$ cat config.mk
export PLATFORM = sky130hd
export DESIGN_NAME = xor_parity_stream
export DESIGN_NICKNAME = d
export VERILOG_FILES = /design/src/rtl/xor_parity_pkg.sv /design/src/rtl/xor_gate.sv /design/src/rtl/xor_reduce.sv /design/src/rtl/xor_parity_stream.sv
export SDC_FILE = /design/constraint.sdc
export NUM_CORES = 1
export LEC_CHECK = 0
export BUFFER_PORTS_ARGS = -buffer_cell sky130_fd_sc_hd__buf_4
export CAP_MARGIN = 25
export CORE_ASPECT_RATIO = 0.5
export CORE_MARGIN = 2
export CORE_UTILIZATION = 30
export DETAILED_ROUTE_END_ITERATION = 10
export PLACE_DENSITY_LB_ADDON = 0.15
export SETUP_SLACK_MARGIN = 0.02
export SLEW_MARGIN = 10
export SYNTH_ARGS = -nofsm -noshare
export SYNTH_HDL_FRONTEND = slang
export SYNTH_SLANG_ARGS = --single-unit
$ cat constraint.sdc
create_clock -name clk -period 4.09 [get_ports clk]
set_input_delay 0.818 -clock clk [delete_from_list [all_inputs] [get_ports clk]]
set_output_delay 0.818 -clock clk [all_outputs]
set_load 0.01 [all_outputs]
$ cat src/rtl/xor_parity_pkg.sv
// Shared types and helpers for the xor_parity_stream block.
package xor_parity_pkg;

  typedef enum logic [1:0] {
    IDLE,
    ACCUM,
    HOLD
  } state_t;

  // Width needed to hold a beat count in the range 0..max_beats.
  function automatic int cnt_width(input int max_beats);
    return $clog2(max_beats + 1);
  endfunction

endpackage

$ cat src/rtl/xor_gate.sv
// Two-input XOR gate, the leaf cell of the reduction trees.
module xor_gate (
  input  logic a,
  input  logic b,
  output logic y
);

  assign y = a ^ b;

endmodule

$ cat src/rtl/xor_reduce.sv
// WIDTH-bit XOR reduction built as a balanced binary tree of xor_gate cells.
// Depth is ceil(log2(WIDTH)); a 1-bit input passes straight through.
module xor_reduce #(
  parameter int WIDTH = 8
) (
  input  logic [WIDTH-1:0] data,
  output logic             parity
);

  generate
    if (WIDTH == 1) begin : g_leaf
      assign parity = data[0];
    end else begin : g_node
      // Lower half takes the extra bit so both subtrees stay balanced.
      localparam int LO_W = (WIDTH + 1) / 2;
      localparam int HI_W = WIDTH - LO_W;

      logic lo_par;
      logic hi_par;

      xor_reduce #(.WIDTH(LO_W)) u_lo (
        .data   (data[LO_W-1:0]),
        .parity (lo_par)
      );

      xor_reduce #(.WIDTH(HI_W)) u_hi (
        .data   (data[WIDTH-1:LO_W]),
        .parity (hi_par)
      );

      xor_gate u_xor (
        .a (lo_par),
        .b (hi_par),
        .y (parity)
      );
    end
  endgenerate

endmodule

$ cat src/rtl/xor_parity_stream.sv
// Streaming frame parity engine: XOR-reduces each accepted beat, accumulates
// across a frame terminated by in_last, then presents parity, saturating beat
// count and overflow flag until the downstream handshake.
// Optional checker mode: define XOR_PARITY_STREAM_CHECK_EN to add in_pchk /
// out_err, comparing the computed frame parity against a received check bit.
module xor_parity_stream
  import xor_parity_pkg::*;
#(
  parameter int WIDTH     = 8,
  parameter int ODD       = 0,
  parameter int MAX_BEATS = 16,
  localparam int CW       = cnt_width(MAX_BEATS)
) (
  input  logic             clk,
  input  logic             rst,
  input  logic             in_valid,
  output logic             in_ready,
  input  logic [WIDTH-1:0] in_data,
  input  logic             in_last,
  output logic             out_valid,
  input  logic             out_ready,
  output logic             out_parity,
  output logic [CW-1:0]    out_beats,
`ifdef XOR_PARITY_STREAM_CHECK_EN
  input  logic             in_pchk,
  output logic             out_err,
`endif
  output logic             out_overflow
);

  localparam logic [CW-1:0] CNT_MAX = CW'(MAX_BEATS);
  localparam logic [CW-1:0] CNT_ONE = CW'(1);
  localparam logic          ODD_BIT = (ODD != 0);

  state_t          state;
  state_t          state_nxt;
  logic            acc;
  logic            acc_nxt;
  logic [CW-1:0]   cnt;
  logic [CW-1:0]   cnt_nxt;
  logic            ovf;
  logic            ovf_nxt;
  logic            beat_par;
  logic            accept;
  logic            take_last;

  xor_reduce #(.WIDTH(WIDTH)) u_reduce (
    .data   (in_data),
    .parity (beat_par)
  );

  // Ready depends on state only, so there is no combinational path from out_ready.
  assign in_ready  = (state != HOLD);
  assign accept    = in_valid && in_ready;
  assign take_last = accept && in_last;

  // Next-state and next accumulator values for the current beat.
  always_comb begin
    state_nxt = state;
    acc_nxt   = acc;
    cnt_nxt   = cnt;
    ovf_nxt   = ovf;
    case (state)
      IDLE: begin
        if (accept) begin
          acc_nxt   = beat_par;
          cnt_nxt   = CNT_ONE;
          ovf_nxt   = 1'b0;
          state_nxt = in_last ? HOLD : ACCUM;
        end
      end
      ACCUM: begin
        if (accept) begin
          acc_nxt = acc ^ beat_par;
          cnt_nxt = (cnt == CNT_MAX) ? cnt : cnt + CNT_ONE;
          ovf_nxt = ovf | (cnt == CNT_MAX);
          if (in_last) begin
            state_nxt = HOLD;
          end
        end
      end
      HOLD: begin
        if (out_ready) begin
          state_nxt = IDLE;
        end
      end
      default: begin
        state_nxt = IDLE;
      end
    endcase
  end

  // FSM state register.
  always_ff @(posedge clk) begin
    if (rst) begin
      state <= IDLE;
    end else begin
      state <= state_nxt;
    end
  end

  // Running frame accumulator, beat counter and overflow flag.
  always_ff @(posedge clk) begin
    if (rst) begin
      acc <= 1'b0;
      cnt <= '0;
      ovf <= 1'b0;
    end else begin
      acc <= acc_nxt;
      cnt <= cnt_nxt;
      ovf <= ovf_nxt;
    end
  end

  // Result registers: captured from the final beat's values, held until handshake.
  always_ff @(posedge clk) begin
    if (rst) begin
      out_valid    <= 1'b0;
      out_parity   <= 1'b0;
      out_beats    <= '0;
      out_overflow <= 1'b0;
`ifdef XOR_PARITY_STREAM_CHECK_EN
      out_err      <= 1'b0;
`endif
    end else if (take_last) begin
      out_valid    <= 1'b1;
      out_parity   <= acc_nxt ^ ODD_BIT;
      out_beats    <= cnt_nxt;
      out_overflow <= ovf_nxt;
`ifdef XOR_PARITY_STREAM_CHECK_EN
      out_err      <= (acc_nxt ^ ODD_BIT) != in_pchk;
`endif
    end else if ((state == HOLD) && out_ready) begin
      out_valid    <= 1'b0;
    end
  end

endmodule
After elaboration in Yosys (flattened, before gate mapping)
Index checks and enable logic that the tools add are counted.
{"block": "classes", "add_sub_neg": 1, "eq_ne": 8, "n_mux": 18, "n_reduce_logical": 6, "n_bitwise": 9}
{"cell": "$mux 5", "n": 3}
{"cell": "$mux 2", "n": 5}
{"cell": "$ne 2x2->1 const B", "n": 5}
{"cell": "$pmux 5 s2", "n": 1}
{"cell": "$xor 1x1->1", "n": 8}
{"cell": "$mux 1", "n": 6}
{"cell": "$pmux 2 s3", "n": 1}
{"cell": "$add 5x1->5 const B", "n": 1}
{"cell": "$eq 5x5->1 const B", "n": 1}
{"cell": "$pmux 1 s2", "n": 2}
{"cell": "$reduce_and 4->1", "n": 1}
{"cell": "$logic_and 1x1->1", "n": 3}
{"cell": "$eq 2x1->1 const B", "n": 1}
{"cell": "$eq 2x2->1 const B", "n": 1}
{"cell": "$logic_not 2->1", "n": 1}
{"cell": "$reduce_bool 2->1", "n": 1}
{"cell": "$or 1x1->1", "n": 1}
{"block": "totals", "out_inout_bits": 9, "regBits": 17, "wordCells": 50, "input_bits": 13}

Depth between registers and ports, before layout
{"block": "logic_depth", "ltp_word": 6, "ltp_mapped": 7, "ltp_nobuf": 7}

Hierarchy
From an unflattened synthesis, not the netlist that was laid out.
{"block": "hier_totals", "hier_cells": 112, "hier_area_um2": 967.2}
{"module": "xor_parity_stream", "cells_per_inst": 97, "instances": 1, "area_per_inst_um2": 845.8, "seq_area_each_um2": 340.3}
{"module": "xor_gate", "cells_per_inst": 1, "instances": 7, "area_per_inst_um2": 8.8, "seq_area_each_um2": 0.0}
{"module": "xor_reduce (u_reduce.g_node.u_hi.g_node.u_hi.g_node.u_hi ...)", "cells_per_inst": 1, "instances": 8, "area_per_inst_um2": 7.5, "seq_area_each_um2": 0.0}

Least setup slack after synthesis
OpenSTA, ideal clock, no wires.
{"block": "synth_timing", "path_type": "in2reg", "start": "in in_data[6]", "end": "reg out_parity", "setup_ns": 0.125, "path_stages": 5, "t_required_ns": 3.965, "path_buffers": 0, "setup_slack_ns": 2.147, "t_arrival_ns": 1.818, "cell_sequence": "xnor2_1 xnor2_1 xnor3_1 nor2_1 o41a_1"}
{"block": "synth_between", "elab_chain_cells": 6, "elab_cells_between_ends": 7, "cone_classes": "mux (3); bitwise (4)"}
{"item": "from (decl)", "line_no": "xor_parity_stream.sv:18", "text": "input logic [WIDTH-1:0] in_data,"}
{"item": "$xor 1x1->1 (*) (3 in series)", "line_no": "xor_gate.sv:8", "text": "assign y = a ^ b;"}
{"item": "$xor 1x1->1", "line_no": "xor_parity_stream.sv:74", "text": "acc_nxt = acc ^ beat_par;"}
{"item": "$mux 1", "line_no": "xor_parity_stream.sv:73", "text": "if (accept) begin"}
{"item": "$pmux 1 s2 (*)", "line_no": "xor_parity_stream.sv:63", "text": "case (state)"}
{"item": "to (signal assigned)", "line_no": "xor_parity_stream.sv:127", "text": "out_parity <= acc_nxt ^ ODD_BIT;"}
{"item": "to (decl)", "line_no": "xor_parity_stream.sv:22", "text": "output logic out_parity,"}
Mark *: on every way between the ends. The rest lies on a longest branch, timed or not.
A chain may end at the register's enable or synchronous reset.

Worst setup path after layout
{"block": "layout_timing", "start": "reg state[0]", "end": "out in_ready"}
{"block": "layout_between", "elab_chain_cells": 1}
{"item": "from (decl)", "line_no": "xor_parity_stream.sv:35", "text": "state_t state;"}
{"item": "from (signal assigned)", "line_no": "xor_parity_stream.sv:98", "text": "state <= state_nxt;"}
{"item": "$ne 2x2->1", "line_no": "xor_parity_stream.sv:53", "text": "assign in_ready = (state != HOLD);"}
{"item": "to (decl)", "line_no": "xor_parity_stream.sv:17", "text": "output logic in_ready,"}
Every way passes these cells.

==> results_dict.tcl <==
set metrics [dict create \
    totalWireLength_um 1810 \
    status "complete, no violations" \
    timing.setup.critical_path_class "reg -> out" \
    grt_antenna_before_repair 0 \
    crit_arrival_ns 1.25 \
    power-per-cell-area_nw_per_um2 357 \
    report.power.total_mw 0.389 \
    post-dp-hpwl_um 1320 \
    cts-hold-fix-buffers 0 \
    later_pin_clock_latency_in_the_skew_report_ns 0.25 \
    setup_repair_after_global_routing_missed_its_margin "no" \
    wl_per_cell_um 11.6 \
    share_seq_of_total_power_pct 47.3 \
    worstHoldEndpoint "out_overflow" \
    num_io_pins 22 \
    detail_route.vias_per_cell 4.63 \
    grt_overflow 0 \
    antennaDiodeCount 0 \
    setup.reg_to_reg.worst_slack_ns 2.27 \
    switching_share_pct 27.0 \
    initial_utilization_pct 32.3 \
    cts.repair_timing.setup_buffer_count 0 \
    yosysSeqAreaShare_pct 39.5 \
    switching_power_of_the_nets_mw 0.105 \
    cellLeakagePower_nw 0.432 \
    max_slew.worst_pin.slew_ns 0.677 \
    ys_ff_latch 17 \
    post_synth_num_cell_types 37 \
    timing.max_cap.violations 0 \
    floorplan.die.width_um 79.8 \
    crit_fanout 13 \
    finalCritPeriodShare_pct 50.6 \
    worstHoldStart "out_overflow" \
    clock-root-buffer "sky130_fd_sc_hd__clkbuf_8" \
    largest_net_degree_at_the_start_of_global_routing 20 \
    layout.filler_cells 284 \
    dieArea_sq_um 3340 \
    cts_resized 0 \
    post_synth_xor_area_fraction_pct 9.74 \
    synth.top_cell.area_share_pct 39.5 \
    peakVddDrop_mv 0.105 \
    cts.htree.levels 1 \
    yosysWarnings 0 \
    grt_pass1_wl_um 2930 \
    worst_setup_ep_type "output pin" \
    synthTopCellsByArea "sky130_fd_sc_hd__dfxtp_1, sky130_fd_sc_hd__nor2_1, sky130_fd_sc_hd__xnor2_1, sky130_fd_sc_hd__a211oi_1, sky130_fd_sc_hd__ha_1" \
    first_global_vias 673 \
    floorplan_core_area_sq_um 2670 \
    critical_path.startpoint_type "flop" \
    number_of_enable_type_register_cells_in_the_synthesized_netlist 0 \
    most_used_dff_post_synth "sky130_fd_sc_hd__dfxtp_1" \
    tritoncts_num_sinks 17 \
    mappedNetlistArea_sq_um 861 \
    mostFrequentLayoutCells "sky130_fd_sc_hd__buf_4, sky130_fd_sc_hd__nor2_1, sky130_fd_sc_hd__dfxtp_1" \
    syn_nets 114 \
    yosys.area.top_type "sky130_fd_sc_hd__dfxtp_1" \
    worst_ep_required_time_ns 3.27 \
    clock_skew_ns 0.00289 \
    place.gp.congestion 0.806 \
    timing.hold.worst.class "reg -> reg" \
    worstReg2RegStart "state[0]" \
    r2r-end "out_beats[0]" \
    fmax_ghz 0.483 \
    fraction_of_final_layout_cells_sized_beyond_drive_strength_1_pct 21.0 \
    syn-instance-count 99 \
    mostFrequentLayoutCell "sky130_fd_sc_hd__buf_4" \
    globalRouteTotalUtil_pct 11.7 \
    post_synth_fa_ha_maj_area_fraction_pct 2.91 \
    cts.reportedPaths.clkPinSlew_ns 0.07 \
    chip_height_um 41.9 \
    final_hold_viol_count 0 \
    synth_top_family_by_area "simple AND/OR/NAND/NOR gates" \
    cts_made_buffers 3 \
    setup_total_negative_slack_ns 0 \
    detailedRoute.firstIterationViolations 34 \
    final.min_clock_period_ns 2.07 \
    placement.io_buffers 21 \
    final_nets 135 \
    synth-async-reset-ratio_pct 0 \
    comb_power_share_pct 20.0 \
    clock_path_buffers 2 \
    worst_slew_margin_rel_pct 54.8 \
    post_synth_and_or_nand_nor_area_fraction_pct 22.2 \
    min_path_cells 2 \
    critical_path.startpoint "state[0]" \
    rows 13 \
    area.growth.synth_to_final_pct 26.7 \
    tritoncts "built" \
    route.vias.total 722 \
    detail_route.drc_violations 0 \
    final-max-slew-violation-count 0 \
    syn_area_per_cell_sq_um 8.70 \
    p_int_mw 0.284 \
    synth-compound-area-share_pct 19.0 \
    power.share.clock_pct 32.7 \
    drt_first_pass_iters 3 \
    finalSetupViolations 0 \
    synth_mux_area_share_pct 2.47 \
    timing.reg2reg.worst_path_depth 4 \
    ant_nets 0 \
]
## cells by family after synthesis
| group | after synthesis |
|---|---|
| simple gates | 38 |
| mux | 2 |
| xor+xnor | 8 |
| buf+inv | 9 |
| flops | 17 |
| fa+ha+maj | 2 |
| compound gates | 23 |
## power by group through the flow
stage	logic [mW]	clock network, mW	registers (mW)
final	0.0778	0.127	0.184
after global routing	0.0858	0.139	0.186
after CTS	0.0789	0.133	0.184
after detailed placement	0.0782	0	0.188
after global placement	0.0788	0	0.188
after floorplan	0.0526	0	0.187
## synth_stat cells, drive strengths merged (2+ instances only)
| master | n |
|---|---|
| a211oi | 4 |
| nor4b | 2 |
| dfxtp | 17 |
| ha | 2 |
| inv | 4 |
| a32oi | 2 |
| clkbuf | 4 |
| xnor2 | 7 |
| nand2 | 4 |
| nand2b | 2 |
| o21ai | 4 |
| nor2b | 2 |
| nor3 | 2 |
| nor2 | 17 |
| nand3 | 3 |
| a21oi | 3 |
## final cells by class
| class | count | area (sq um) | share of cell area (%) |
|---|---|---|---|
| well taps | 37 | 46.3 | 4.24 |
| repair buffers | 21 | 158 | 14.4 |
| multi-input cells | 73 | 485 | 44.5 |
| inverters | 4 | 15.0 | 1.38 |
| flip-flops and latches | 17 | 340 | 31.2 |
| clock buffers | 3 | 41.3 | 3.78 |
| clock inverters | 1 | 5.00 | 0.459 |
## worst max-delay path by stage
stage,cells past startpoint,to
floorplan,5,out_parity
global placement,6,out_parity
detailed placement,6,out_parity
CTS,2,in_ready
global route,2,in_ready
finish,2,in_ready
## layer usage
layer | vias up | global-route usage [%] | share of wire [%]
met4 | 0 | 5.08 | 0.55
li1 | 392 | - | -
met1 | 307 | 15.3 | 53
met3 | 2 | 5.22 | 5.7
met2 | 21 | 16.6 | 41
met5 | - | 0 | 0
## through the flow
stage / hold WS [ns] / area [sq um] / setup WS [ns] / utilization [%] / std cells
2_1_floorplan: 0.448 / 861 / 2.15 / - / 99
3_3_place_gp: 0.446 / 1040 / 1.94 / 39.2 / 152
3_5_place_dp: 0.455 / 1040 / 1.97 / 39.2 / 152
4_1_cts: 0.467 / 1090 / 2.01 / 40.9 / 156
5_1_grt: 0.496 / 1090 / 1.94 / 40.9 / 156
6_report: 0.464 / 1090 / 2.02 / 40.9 / 156
## sequential cells by signal, indices dropped and copies added (netlist names)
signal        count
cnt               5
out_parity        1
state             2
ovf               1
out_valid         1
out_overflow      1
acc               1
out_beats         5
## critical path, cell delays in order, from the launching register on
cell and delay, ns:
sky130_fd_sc_hd__dfxtp_1 0.58, sky130_fd_sc_hd__nand2b_1 0.26, sky130_fd_sc_hd__buf_4 0.16
No activity file was read; power rests on OpenSTA's default activity.
